### config.mk
export PLATFORM = sky130hd
export DESIGN_NAME = display_scan_ctrl
export DESIGN_NICKNAME = d
export VERILOG_FILES = /design/src/rtl/display_scan_pkg.sv /design/src/rtl/display_scan_ctrl_prescaler.sv /design/src/rtl/display_scan_ctrl.sv
export SDC_FILE = /design/constraint.sdc
export NUM_CORES = 1
export LEC_CHECK = 0
export ABC_CLOCK_PERIOD_IN_PS = 2000
export CORE_ASPECT_RATIO = 0.8
export CORE_MARGIN = 2
export CORE_UTILIZATION = 52
export CTS_CLUSTER_SIZE = 20
export DETAILED_ROUTE_END_ITERATION = 10
export PLACE_DENSITY = 0.75
export SYNTH_ARGS = -nofsm -noshare
export SYNTH_HDL_FRONTEND = slang
export SYNTH_SLANG_ARGS = --single-unit
### constraint.sdc
create_clock -name CLK -period 2 [get_ports CLK]
set_input_delay 0.3 -clock CLK [delete_from_list [all_inputs] [get_ports CLK]]
set_output_delay 0.3 -clock CLK [all_outputs]
set_load 0.02 [all_outputs]
### src/rtl/display_scan_pkg.sv
// Shared types and helpers for the display scan controller.
// Optional PWM brightness: DISPLAY_SCAN_BRIGHTNESS_EN.
package display_scan_pkg;

  typedef enum logic [1:0] {
    ST_OFF,
    ST_BLANK,
    ST_SHOW
  } state_t;

  localparam int NUM_DIGITS = 4;

  // Search order starts at cur (inclusive) or cur+1, wrapping mod 4.
  function automatic logic [1:0] next_digit(
    input logic [3:0] mask,
    input logic [1:0] cur,
    input logic       inclusive
  );
    logic [1:0] idx;
    logic       found;
    next_digit = cur;
    found = 1'b0;
    for (int i = 0; i < NUM_DIGITS; i++) begin
      idx = cur + 2'(i) + (inclusive ? 2'd0 : 2'd1);
      if (!found && mask[idx]) begin
        next_digit = idx;
        found = 1'b1;
      end
    end
  endfunction

  function automatic logic [3:0] onehot_n(
    input logic [1:0] sel
  );
    onehot_n = ~(4'b0001 << sel);
  endfunction

endpackage

### src/rtl/display_scan_ctrl_prescaler.sv
// SHOW-phase timer: counts 0..DIV-1 while enabled.
// Optional PWM brightness: DISPLAY_SCAN_BRIGHTNESS_EN.
module scan_prescaler #(
  parameter int DIV = 50000
) (
  input  logic clk,
  input  logic rst_n,
  input  logic clr,
  input  logic en,
  output logic tc
);

  localparam int W = (DIV > 1) ? $clog2(DIV) : 1;
  localparam logic [W-1:0] LAST = W'(DIV - 1);

  logic [W-1:0] cnt;

  assign tc = en && (cnt == LAST);

  always_ff @(posedge clk or negedge rst_n) begin
    if (!rst_n) begin
      cnt <= '0;
    end else if (clr || tc) begin
      cnt <= '0;
    end else if (en) begin
      cnt <= cnt + W'(1);
    end
  end

endmodule

### src/rtl/display_scan_ctrl.sv
// Four-digit 7-segment scan controller with blanking gaps.
// Optional PWM brightness: DISPLAY_SCAN_BRIGHTNESS_EN.
module display_scan_ctrl
  import display_scan_pkg::*;
#(
  parameter int DIV       = 50000,
  parameter int BLANK_CYC = 8
) (
  input  logic       CLK,
  input  logic       RST_N,
  input  logic       ENABLE,
  input  logic [3:0] DIGIT_MASK,
`ifdef DISPLAY_SCAN_BRIGHTNESS_EN
  input  logic [3:0] BRIGHT,
`endif
  output logic [1:0] SEL,
  output logic [3:0] AN,
  output logic       BLANK,
  output logic       FRAME_TICK
);

  localparam logic [7:0] BLAST = 8'(BLANK_CYC - 1);

  state_t     state, state_n;
  logic [1:0] sel_n;
  logic       tick_n;
  logic       lit_n;
  logic [7:0] bcnt, bcnt_n;
  logic       pre_clr;
  logic       pre_tc;
  logic       in_show;

  assign in_show = (state == ST_SHOW);
  assign pre_clr = (state_n != ST_SHOW);

  scan_prescaler #(
    .DIV(DIV)
  ) u_pre (
    .clk  (CLK),
    .rst_n(RST_N),
    .clr  (pre_clr),
    .en   (in_show),
    .tc   (pre_tc)
  );

  // Priority: enable, empty mask, digit abort, timer expiry.
  always_comb begin
    state_n = state;
    sel_n   = SEL;
    tick_n  = 1'b0;
    if (!ENABLE) begin
      state_n = ST_OFF;
    end else if (state == ST_OFF) begin
      if (DIGIT_MASK != 4'h0) begin
        state_n = ST_BLANK;
        sel_n   = next_digit(DIGIT_MASK, 2'd0, 1'b1);
      end
    end else if (DIGIT_MASK == 4'h0) begin
      state_n = ST_OFF;
    end else if (in_show &&
                 (!DIGIT_MASK[SEL] || pre_tc)) begin
      state_n = ST_BLANK;
      sel_n   = next_digit(DIGIT_MASK, SEL, 1'b0);
      tick_n  = (sel_n <= SEL);
    end else if (state == ST_BLANK && bcnt == BLAST) begin
      state_n = ST_SHOW;
    end
  end

  always_comb begin
    bcnt_n = 8'd0;
    if (state == ST_BLANK && state_n == ST_BLANK) begin
      bcnt_n = bcnt + 8'd1;
    end
  end

`ifdef DISPLAY_SCAN_BRIGHTNESS_EN
  logic [3:0] pwm, pwm_n;

  assign pwm_n = pwm + 4'd1;

  always_ff @(posedge CLK or negedge RST_N) begin
    if (!RST_N) begin
      pwm <= 4'd0;
    end else begin
      pwm <= pwm_n;
    end
  end

  assign lit_n = (state_n == ST_SHOW) && (pwm_n <= BRIGHT);
`else
  assign lit_n = (state_n == ST_SHOW);
`endif

  always_ff @(posedge CLK or negedge RST_N) begin
    if (!RST_N) begin
      state      <= ST_OFF;
      SEL        <= 2'd0;
      AN         <= 4'hF;
      BLANK      <= 1'b1;
      FRAME_TICK <= 1'b0;
      bcnt       <= 8'd0;
    end else begin
      state      <= state_n;
      SEL        <= sel_n;
      AN         <= lit_n ? onehot_n(sel_n) : 4'hF;
      BLANK      <= !lit_n;
      FRAME_TICK <= tick_n;
      bcnt       <= bcnt_n;
    end
  end

endmodule

Word level (Yosys, flattened, before mapping)
Index checks and enable logic that the tools add are counted.

storage, ports and cells
  register bits after elaboration = 34
  bits in latches = 0
  bits in writable memories = 0
  memory bits (read-only) = 0
  input port bits = 7
  output and inout port bits = 8
  memories kept = 0

cells by class
  add/sub/neg operators = 8
  multipliers = 0
  div/mod/pow operators = 0
  order comparisons = 6
  equal/unequal tests = 7
  shift operators = 1
  mux-type cells = 67
  bitwise gates (word level) = 1
  reductions and logical operators = 24

operators by type and width
  kind                                                        count
  2-to-1 mux 2 bit                                            21
  2-to-1 mux 1 bit                                            37
  2-to-1 mux 16 bit                                           2
  adder 16 x 1 -> 16 bit, second input constant               1
  equality test 16 bit, second input constant                 1
  less-than comparator 2 x 3 -> 1 bit, second input constant  5
  binary-select mux 1 bit (select 2 bit)                      5
  logical AND 1 bit                                           10
  adder 2 x 1 -> 2 bit, second input constant                 4
  adder 8 x 1 -> 8 bit, second input constant                 1
  equality test 8 x 3 -> 1 bit, second input constant         1
  zero test 1 bit                                             8
  2-to-1 mux 8 bit                                            1
  adder 2 bit, second input constant                          2
  equality test 2 x 1 -> 1 bit, second input constant         2
  equality test 2 bit, second input constant                  2
  zero test 4 bit                                             1
  2-to-1 mux 4 bit                                            1
  inverter 4 bit                                              1
  nonzero test 4 bit                                          1
  << shifter 1 x 2 -> 4 bit, first input constant             1
  <= comparator 2 bit                                         1
  zero test 2 bit                                             1
  logical OR 1 bit                                            2
  other kinds (2)                                             2

Longest topological paths before layout
Gate-level depths: netlist of run 1.

  depth after elaboration = 37
  depth in mapped cells = 8

Cells and area by module
Synthesis of run 1 repeated with hierarchy kept, for this count alone.

second synthesis, totals
  cells, all modules = 195
  area, all modules = 1,979.4 um2

by module, submodules not included
  module             times used  cells each  area each (um2)  seq. area each (um2)
  display_scan_ctrl  1           111         1,127.3          456.7
  scan_prescaler     1           84          852.1            400.4

Worst setup path after synthesis of run 1
Ideal clock, no wire load.

  path kind = register to register
  start = reg SEL[1]
  end = reg AN[3]
  library setup time = 94 ps
  arrival = 2,162 ps
  setup slack = -255 ps
  stages on the path, launching flop included = 7
  clock period less this slack = 2,255 ps
  cell sequence = dfrtp_1 buf_6 mux4_2 or3_4 o21ai_2 a211oi_2 or4_4

between the ends
  longest elaborated chain between the ends = 36
  elaborated cells on any way between the ends = 61
  those cells by class = add/sub: 6; eq/ne: 1; shift: 1; mux: 43; bitwise: 1; reduce/logical: 9

ends and longest elaborated chain
  element                                 RTL line                  text
  from (decl)                             display_scan_ctrl.sv:16   output logic [1:0] SEL,
  from (signal assigned)                  display_scan_ctrl.sv:105  SEL <= sel_n;
  adder 2 x 1 -> 2 bit                    display_scan_pkg.sv:24    idx = cur + 2'(i) + (inclusive ? 2'd0 : 2'd1);
  binary-select mux 1 bit (select 2 bit)  display_scan_pkg.sv:25    if (!found && mask[idx]) begin
  2-to-1 mux 1 bit (not written as such)  display_scan_pkg.sv:25
  2-to-1 mux 1 bit                        display_scan_pkg.sv:25
  2-to-1 mux 1 bit                        display_scan_ctrl.sv:60   end else if (in_show &&
  2-to-1 mux 1 bit                        display_scan_ctrl.sv:58   end else if (DIGIT_MASK == 4'h0) begin
  2-to-1 mux 1 bit                        display_scan_ctrl.sv:53   end else if (state == ST_OFF) begin
  2-to-1 mux 1 bit                        display_scan_ctrl.sv:51   if (!ENABLE) begin
  (+20 left out)                          --
  2-to-1 mux 2 bit                        display_scan_ctrl.sv:51
  2-to-1 mux 2 bit                        display_scan_ctrl.sv:60
  2-to-1 mux 2 bit                        display_scan_ctrl.sv:58
  2-to-1 mux 2 bit                        display_scan_ctrl.sv:53
  2-to-1 mux 2 bit                        display_scan_ctrl.sv:51
  << shifter 1 x 2 -> 4 bit               display_scan_pkg.sv:35    onehot_n = ~(4'b0001 << sel);
  inverter 4 bit                          display_scan_pkg.sv:35
  2-to-1 mux 4 bit (*)                    display_scan_ctrl.sv:106  AN <= lit_n ? onehot_n(sel_n) : 4'hF;
  to (signal assigned)                    display_scan_ctrl.sv:106
  to (decl)                               display_scan_ctrl.sv:17   output logic [3:0] AN,

Mark *: on every way between the ends. The rest lies on a longest branch, timed or not. The select of a mux whose other input is x is not followed.
A chain may end at the register's enable or synchronous reset.

Worst setup path in the final report of run 1
  start = reg bcnt[7]
  end = reg AN[3]

between the ends
  longest elaborated chain between the ends = 9

ends and longest elaborated chain
  element                       RTL line                  text
  from (decl)                   display_scan_ctrl.sv:28   logic [7:0] bcnt, bcnt_n;
  from (signal assigned)        display_scan_ctrl.sv:109  bcnt <= bcnt_n;
  equality test 8 x 3 -> 1 bit  display_scan_ctrl.sv:65   end else if (state == ST_BLANK && bcnt == BLAST) begin
  logical AND 1 bit             display_scan_ctrl.sv:65
  2-to-1 mux 2 bit              display_scan_ctrl.sv:65
  2-to-1 mux 2 bit              display_scan_ctrl.sv:60
  2-to-1 mux 2 bit              display_scan_ctrl.sv:58
  2-to-1 mux 2 bit              display_scan_ctrl.sv:53
  2-to-1 mux 2 bit              display_scan_ctrl.sv:51
  equality test 2 bit           display_scan_ctrl.sv:92   assign lit_n = (state_n == ST_SHOW);
  2-to-1 mux 4 bit              display_scan_ctrl.sv:106

Every way passes these cells.

==> results of run 1 <==
metrics by stage:
stage | setup TNS, ps | hold slack [ps] | area [um^2]
after floorplan | -198.7 | 4.409 | 1872
after global placement | -4726 | 510.3 | 2308
after detailed placement | -6221 | 524.8 | 2308
after CTS | -32.85 | 431.6 | 2485
after global routing | -1016 | 471.5 | 2546
final | -46.23 | 423.3 | 2546
flip-flops by register name, summed over array words and instances (netlist names):
| name | count |
|---|---|
| bcnt | 8 |
| BLANK | 1 |
| u_pre.cnt | 16 |
| AN | 4 |
| state | 2 |
| FRAME_TICK | 1 |
| SEL | 2 |
area by class of cell:
cell class,instances,area [um^2]
multi-input cells,146,1045
fillers,238,877.1
flip-flops and latches,34,859.6
repair buffers,52,420.4
clock buffers,6,82.58
clock inverters,2,60.06
well taps,42,52.55
inverters,7,26.28
logic make-up after synthesis:
kind of cell / after synthesis
adders and majority gates: 4
muxes: 3
and+or+nand+nor: 94
buffers and inverters: 12
DFF: 34
xor gates and xnor gates: 21
AOI/OAI and AO/OA: 24
where the power goes:
| group | internal [uW] | total, uW | switching (uW) |
|---|---|---|---|
| registers | 698 | 709 | 11.5 |
| logic | 126 | 269 | 143 |
| clock network | 532 | 776 | 245 |
| total | 1360 | 1750 | 399 |
cells in the final DEF (no fill, tap or decap), types with 2 or more instances in the layout:
master / n
buf_4: 38
nor2_1: 35
dfrtp_1: 27
xor2_1: 12
nand2_1: 11
nand3_1: 10
clkdlybuf4s50_1: 10
xnor2_1: 9
a21oi_1: 6
and3_1: 6
clkbuf_8: 6
dfstp_2: 5
inv_1: 5
nand4_1: 4
ha_1: 4
dlygate4sd2_1: 4
or3_4: 3
a211oi_1: 3
nor3_1: 3
dfrtp_2: 2
nor2b_1: 2
inv_2: 2
nor4_4: 2
nand2b_1: 2
nor4b_2: 2
a211oi_2: 2
mux2i_1: 2
bufinv_16: 2
critical path, delay by kind of cell, from the launching register on:
family	cells	cell delay [ps]
simple gates	4	1190
compound gates	1	290
buf+inv	1	80
flops	1	380
worst max path at each step:
stage          slack [ps]          start  depth (start not counted)    end
2_1_floorplan        -200         SEL[1]                          6  AN[3]
3_3_place_gp         -370  DIGIT_MASK[3]                          6  AN[3]
3_5_place_dp         -410  DIGIT_MASK[3]                          6  AN[3]
4_1_cts               -30         SEL[1]                          5  AN[3]
5_1_grt              -130        bcnt[7]                          6  AN[3]
6_report              -40        bcnt[7]                          6  AN[3]
per-layer routing:
metal	GRT usage	vias to the layer above	wire (um)
met2	0.4126	46	2291
met3	0.05300	6	193
li1	-	786	-
met5	0	-	0
met4	0.04852	0	27
met1	0.2906	819	1919
repair_timing:
action	4_1_cts	5_1_grt
hold buffers	0	0
pin swaps	2	7
gates resized for setup	10	10
endpoints found under the setup margin	5	23
buffers inserted	1	1
==> flow_metrics.py, run 1 <==
metrics = {
    "clock_tree": {
        "clk-insertion-delay-late_ps": 280,
        "cts_tree": "done",
        "h-tree-depth": 2,
        "numCtsBuffers": 5,
        "cts_root_buf": "clkbuf_8",
        "clockBufferDepth": 2,
        "path_clk_slew_ps": 70,
        "clock-sinks": 34,
    },
    "cells_and_area": {
        "area_growth_pct": 36.67,
        "fin_nets": 257,
        "final_util": 0.7438,
        "instances_no_fill": 289,
        "drive_gt1_frac": 0.3117,
        "antennaDiodeCount": 0,
    },
    "timing": {
        "finalCritPeriodShare": 1.018,
        "maxSlewViolCount": 0,
        "tightestPinTransition_ps": 434.0,
        "max_slew_margin": 0.7107,
        "period_minus_slack_ps": 2035,
        "rsz0062_at_grt": "yes",
        "finalSetupViolations": 2,
        "finClkSkew_ps": 6.561,
        "max_freq_mhz": 491.3,
        "hold_viol_final": 0,
        "worst_slack_ps": -35.29,
    },
    "global_routing": {
        "grt_pass1_vias": 1685,
        "grt_usage": 0.2314,
        "grt_first_pass_wirelength_mm": 7.417,
        "grt_overflow": 0,
        "grt_max_degree": 35,
        "antenna_found_initial": 0,
    },
    "placement": {
        "dpl.cell_count": 279,
        "gp_congestion": 0.8947,
        "place_ws_ps": -405.3,
        "dp_hpwl_mm": 3.178,
        "port_buffers": 14,
    },
    "yosys": {
        "syn_nets": 203,
        "synthMostInstantiatedCell": "nor2_1",
        "synth_edf_count": 0,
        "synth_mux_area_frac": 0.02283,
        "ys.flop_type": "dfrtp_1",
        "yosys.area.top_type": "dfrtp_1",
        "synth_warnings": 0,
        "yosysSeqAreaShare": 0.4600,
        "async_flop_share": 1.000,
        "yosys.area_share.simple": 0.2666,
        "yosys-top-cells-area": "dfrtp_1 (39%), nor2_1 (7.3%), dfstp_2 (7.1%)",
        "synth-adder-area-share": 0.02686,
        "synth_area_per_cell_um2": 9.703,
        "synth_area_um2": 1863,
        "ys_types": 48,
        "ys_ff_latch": 34,
        "synth_compound_area_frac": 0.09671,
        "synth_top_family_by_area": "simple AND/OR/NAND/NOR gates",
        "synthXorXnorAreaFrac": 0.09872,
        "syn-instance-count": 192,
        "synth_top_cell_area_share": 0.3895,
        "synth.cells.most_frequent": "nor2_1 (36), dfrtp_1 (29), xor2_1 (12)",
    },
    "floorplan": {
        "row_count": 19,
        "dieArea_um2": 4080,
        "chipHeight_um": 57.54,
        "ioPinCount": 15,
        "coreArea_um2": 3423,
        "die_w_um": 70.92,
        "initial_utilization": 0.5442,
    },
    "routing": {
        "drt_drc_violations_left": 0,
        "drt-wirelength-per-cell_um": 15.33,
        "drt_iter0_drc": 117,
        "dr.pass1.iters": 4,
        "antenna_left": 0,
        "vias": 1657,
        "routed_wl_mm": 4.431,
        "vias_per_cell": 5.734,
    },
    "worst_hold_path": {
        "hp-class": "input pin to asynchronous set/reset pin",
    },
    "critical_path": {
        "crit_type": "register to register",
        "end_kind": "register",
        "cp_data_arrival_time_ps": 2230,
        "timing.rr.start": "bcnt[7]",
        "cp.required_ps": 2200,
        "critPathSlowestCell": "or4_4",
        "regToRegSetupSlack_ps": -40,
        "crit_path_max_incr_delay_ps": 410,
        "ff2ff_path_depth": 6,
        "crit_path_start_kind": "register",
        "regToRegEndpoint": "AN[3]",
        "worst-path-max-fanout": 3,
        "path_cells": "or3_4 > nor4_4 > nor2_2 > a211oi_2 > inv_2 > or4_4",
    },
    "power": {
        "powerDensity_nw_per_um2": 689.2,
        "vdd_drop_max_v": 0.0004576,
        "p_total_uw": 1755,
        "leakagePower_uw": 0.001084,
    },
    "outcome": {
        "failed_checks": "negative setup slack",
        "status": "finished with violations",
    },
    "flow_run": {
        "maxCapViolations": 0,
    },
}
Note: power is estimated with default switching activity, not from simulation.
==> run 2: changes to the inputs <==
--- a/config.mk
+++ b/config.mk
@@ -11,7 +11,9 @@
 export CORE_UTILIZATION = 52
 export CTS_CLUSTER_SIZE = 20
 export DETAILED_ROUTE_END_ITERATION = 10
+export GPL_TIMING_DRIVEN = 1
 export PLACE_DENSITY = 0.75
 export SYNTH_ARGS = -nofsm -noshare
 export SYNTH_HDL_FRONTEND = slang
+export SYNTH_HIERARCHICAL = 1
 export SYNTH_SLANG_ARGS = --single-unit
==> run 2 against run 1 <==
- the flow still finishes with violations (negative setup slack)
- final area grew 5.3%
- utilization shrank 2.5 points
- sequential cell count is the same
- synthesized cell count grew 1.6%
- first-iteration DRC count grew 23%
- clock skew is essentially flat
- combinational power is essentially flat
- clock power shrank 34%
- non-clock buffer count grew 13
- maximum frequency shrank 18%
- wire length grew 1.8%
- largest power group is now sequential cells
==> flow_metrics.py, run 2 <==
metrics = {
    "yosys": {
        "synth_warnings": 6,
        "synth_area_per_cell_um2": 10.15,
        "async_flop_share": 1.000,
        "synthXorXnorAreaFrac": 0.08850,
        "synth_compound_area_frac": 0.1239,
        "yosysSeqAreaShare": 0.4330,
        "yosys-top-cells-area": "dfrtp_1 (37%), dfstp_2 (6.6%), nor2_1 (5.5%)",
        "synth.cells.most_frequent": "dfrtp_1 (29), nor2_1 (29), xor2_1 (11)",
        "ys.flop_type": "dfrtp_1",
        "syn-instance-count": 195,
        "ys_types": 50,
        "yosys.area.top_type": "dfrtp_1",
        "synth_mux_area_frac": 0.01517,
        "yosys.area_share.simple": 0.2592,
        "synth_edf_count": 0,
        "syn_nets": 206,
        "synth-adder-area-share": 0.02528,
        "synth_area_um2": 1979,
        "synth_top_family_by_area": "simple AND/OR/NAND/NOR gates",
        "synth_top_cell_area_share": 0.3666,
        "ys_ff_latch": 34,
    },
    "cells_and_area": {
        "drive_gt1_frac": 0.3462,
        "fin_nets": 270,
        "top_regs": "u_pre/cnt (16), bcnt (8), AN (4)",
        "fill_cells": 264,
        "antennaDiodeCount": 0,
        "final_util": 0.7188,
        "final_common_cell": "buf_4",
        "multi_input_area_um2": 1129,
        "largest_reg_flops": 16,
        "instances_no_fill": 304,
        "area_growth_pct": 35.40,
        "layout_common_cells": "buf_4 (51), dfrtp_1 (29), nor2_1 (29)",
        "regArea_um2": 857.1,
        "regMostFlops": "u_pre/cnt",
    },
    "global_routing": {
        "grt_first_pass_wirelength_mm": 7.396,
        "grt_usage": 0.2240,
        "grt_overflow": 0,
        "antenna_found_initial": 0,
        "grt_max_degree": 35,
        "grt_pass1_vias": 1663,
    },
    "routing": {
        "route.met3.wl_um": 212,
        "wl_met1_mm": 2.123,
        "drt-wirelength-per-cell_um": 14.84,
        "routed-wl-met2_mm": 2.134,
        "routed_wl_mm": 4.511,
        "antenna_left": 0,
        "drt_drc_violations_left": 0,
        "top_layer": "met4",
        "vias": 1740,
        "vias_per_cell": 5.724,
        "drt_iter0_drc": 144,
        "dr.pass1.iters": 4,
    },
    "critical_path": {
        "crit_path_start_kind": "register",
        "crit_path_max_incr_delay_ps": 500,
        "path_cells": "nand4bb_1 > or4_4 > nor3_4 > nand2b_4 > o221ai_4 > nor4_4 > o221ai_4 > or4_1",
        "crit_top_cell": "o221ai_4",
        "path_buf_inv": 0,
        "crit_type": "register to register",
        "cp.required_ps": 2190,
        "end_kind": "register",
        "critPathSlowestCell": "or4_1",
        "worst-path-max-fanout": 6,
        "critical_path.top_delay_family": "simple AND/OR/NAND/NOR gates",
        "cp_data_arrival_time_ps": 2690,
    },
    "timing": {
        "maxSlewViolCount": 0,
        "max_slew_margin": 0.5458,
        "finalSetupViolations": 24,
        "finalCritPeriodShare": 1.248,
        "tns_ps": -6564,
        "hold_slack_ps": 412.3,
        "max_freq_mhz": 400.6,
        "worst_slack_ps": -496.5,
        "period_minus_slack_ps": 2496,
        "hold_viol_final": 0,
        "tightestPinTransition_ps": 675.1,
        "finClkSkew_ps": 7.017,
        "rsz0062_at_grt": "yes",
    },
    "worst_hold_path": {
        "hp-class": "input pin to asynchronous set/reset pin",
    },
    "power": {
        "leakagePower_uw": 0.001184,
        "powerDensity_nw_per_um2": 556.7,
        "vdd_drop_max_v": 0.0004400,
    },
    "clock_tree": {
        "cts_root_buf": "clkbuf_8",
        "numCtsBuffers": 5,
        "cts_tree": "done",
        "h-tree-depth": 2,
        "clockBufferDepth": 2,
        "hold_buffers": 0,
        "path_clk_slew_ps": 70,
        "clk-insertion-delay-late_ps": 280,
        "clock-sinks": 34,
    },
    "outcome": {
        "failed_checks": "negative setup slack",
        "status": "finished with violations",
    },
    "placement": {
        "place_ws_ps": -458.7,
        "dpl.cell_count": 292,
        "port_buffers": 14,
        "dp_hpwl_mm": 3.282,
        "gp_congestion": 0.9572,
    },
    "floorplan": {
        "dieArea_um2": 4319,
        "initial_utilization": 0.5309,
        "die_w_um": 72.98,
        "coreArea_um2": 3729,
        "row_count": 20,
        "chipHeight_um": 59.19,
        "ioPinCount": 15,
    },
    "flow_run": {
        "maxCapViolations": 0,
    },
}
-- run 2: report_power, final --
group          switching, uW  internal, uW
clock network            232           277
registers               18.6           698
logic                    141           126
total                    391          1100
-- run 2: routing by layer --
metal  up-vias  track usage
li1        831            -
met1       857       0.3165
met2        47       0.3423
met3         5      0.05102
met4         0      0.07407
met5         -            0
-- run 2: final timing paths --
path | startpoint | to | slack, ps | depth (start not counted)
setup / recovery | u_pre/cnt[11] | AN[0] | -500 | 8
hold / removal | RST_N | u_pre/cnt[4] | 410 | 2
setup reg to reg | u_pre/cnt[11] | AN[0] | -500 | 8
hold reg to reg | bcnt[0] | bcnt[0] | 530 | 2
max in group asynchronous | RST_N | AN[0] | 1250 | 2
min in group CLK | bcnt[0] | bcnt[0] | 530 | 2
-- run 2: cells by family after synthesis --
kind of cell    count (synthesis)
compound gates                 29
xor+xnor                       20
fa+ha+maj                       4
buf+inv                        16
flops                          34
mux                             3
simple gates                   89
-- run 2: metrics by stage --
stage | instance area (um^2) | power [uW]
2_1_floorplan | 2006 | 877.9
3_3_place_gp | 2479 | 968.0
3_5_place_dp | 2479 | 977.4
4_1_cts | 2614 | 1501
5_1_grt | 2680 | 1561
6_report | 2680 | 1492
-- run 2: layout make-up --
class	count	share of cell area
repair buffers	65	0.1947
flip-flops and latches	34	0.3198
clock inverters	1	0.001867
multi-input cells	146	0.4211
inverters	7	0.009804
clock buffers	7	0.03221
well taps	44	0.02054
-- run 2: repair_timing --
| item | 4_1_cts | 5_1_grt |
|---|---|---|
| endpoints found under the setup margin | 24 | 33 |
| pin swaps | 1 | 12 |
| cloned | 0 | 1 |
| buffers inserted | 0 | 3 |
| gates resized for setup | 7 | 9 |
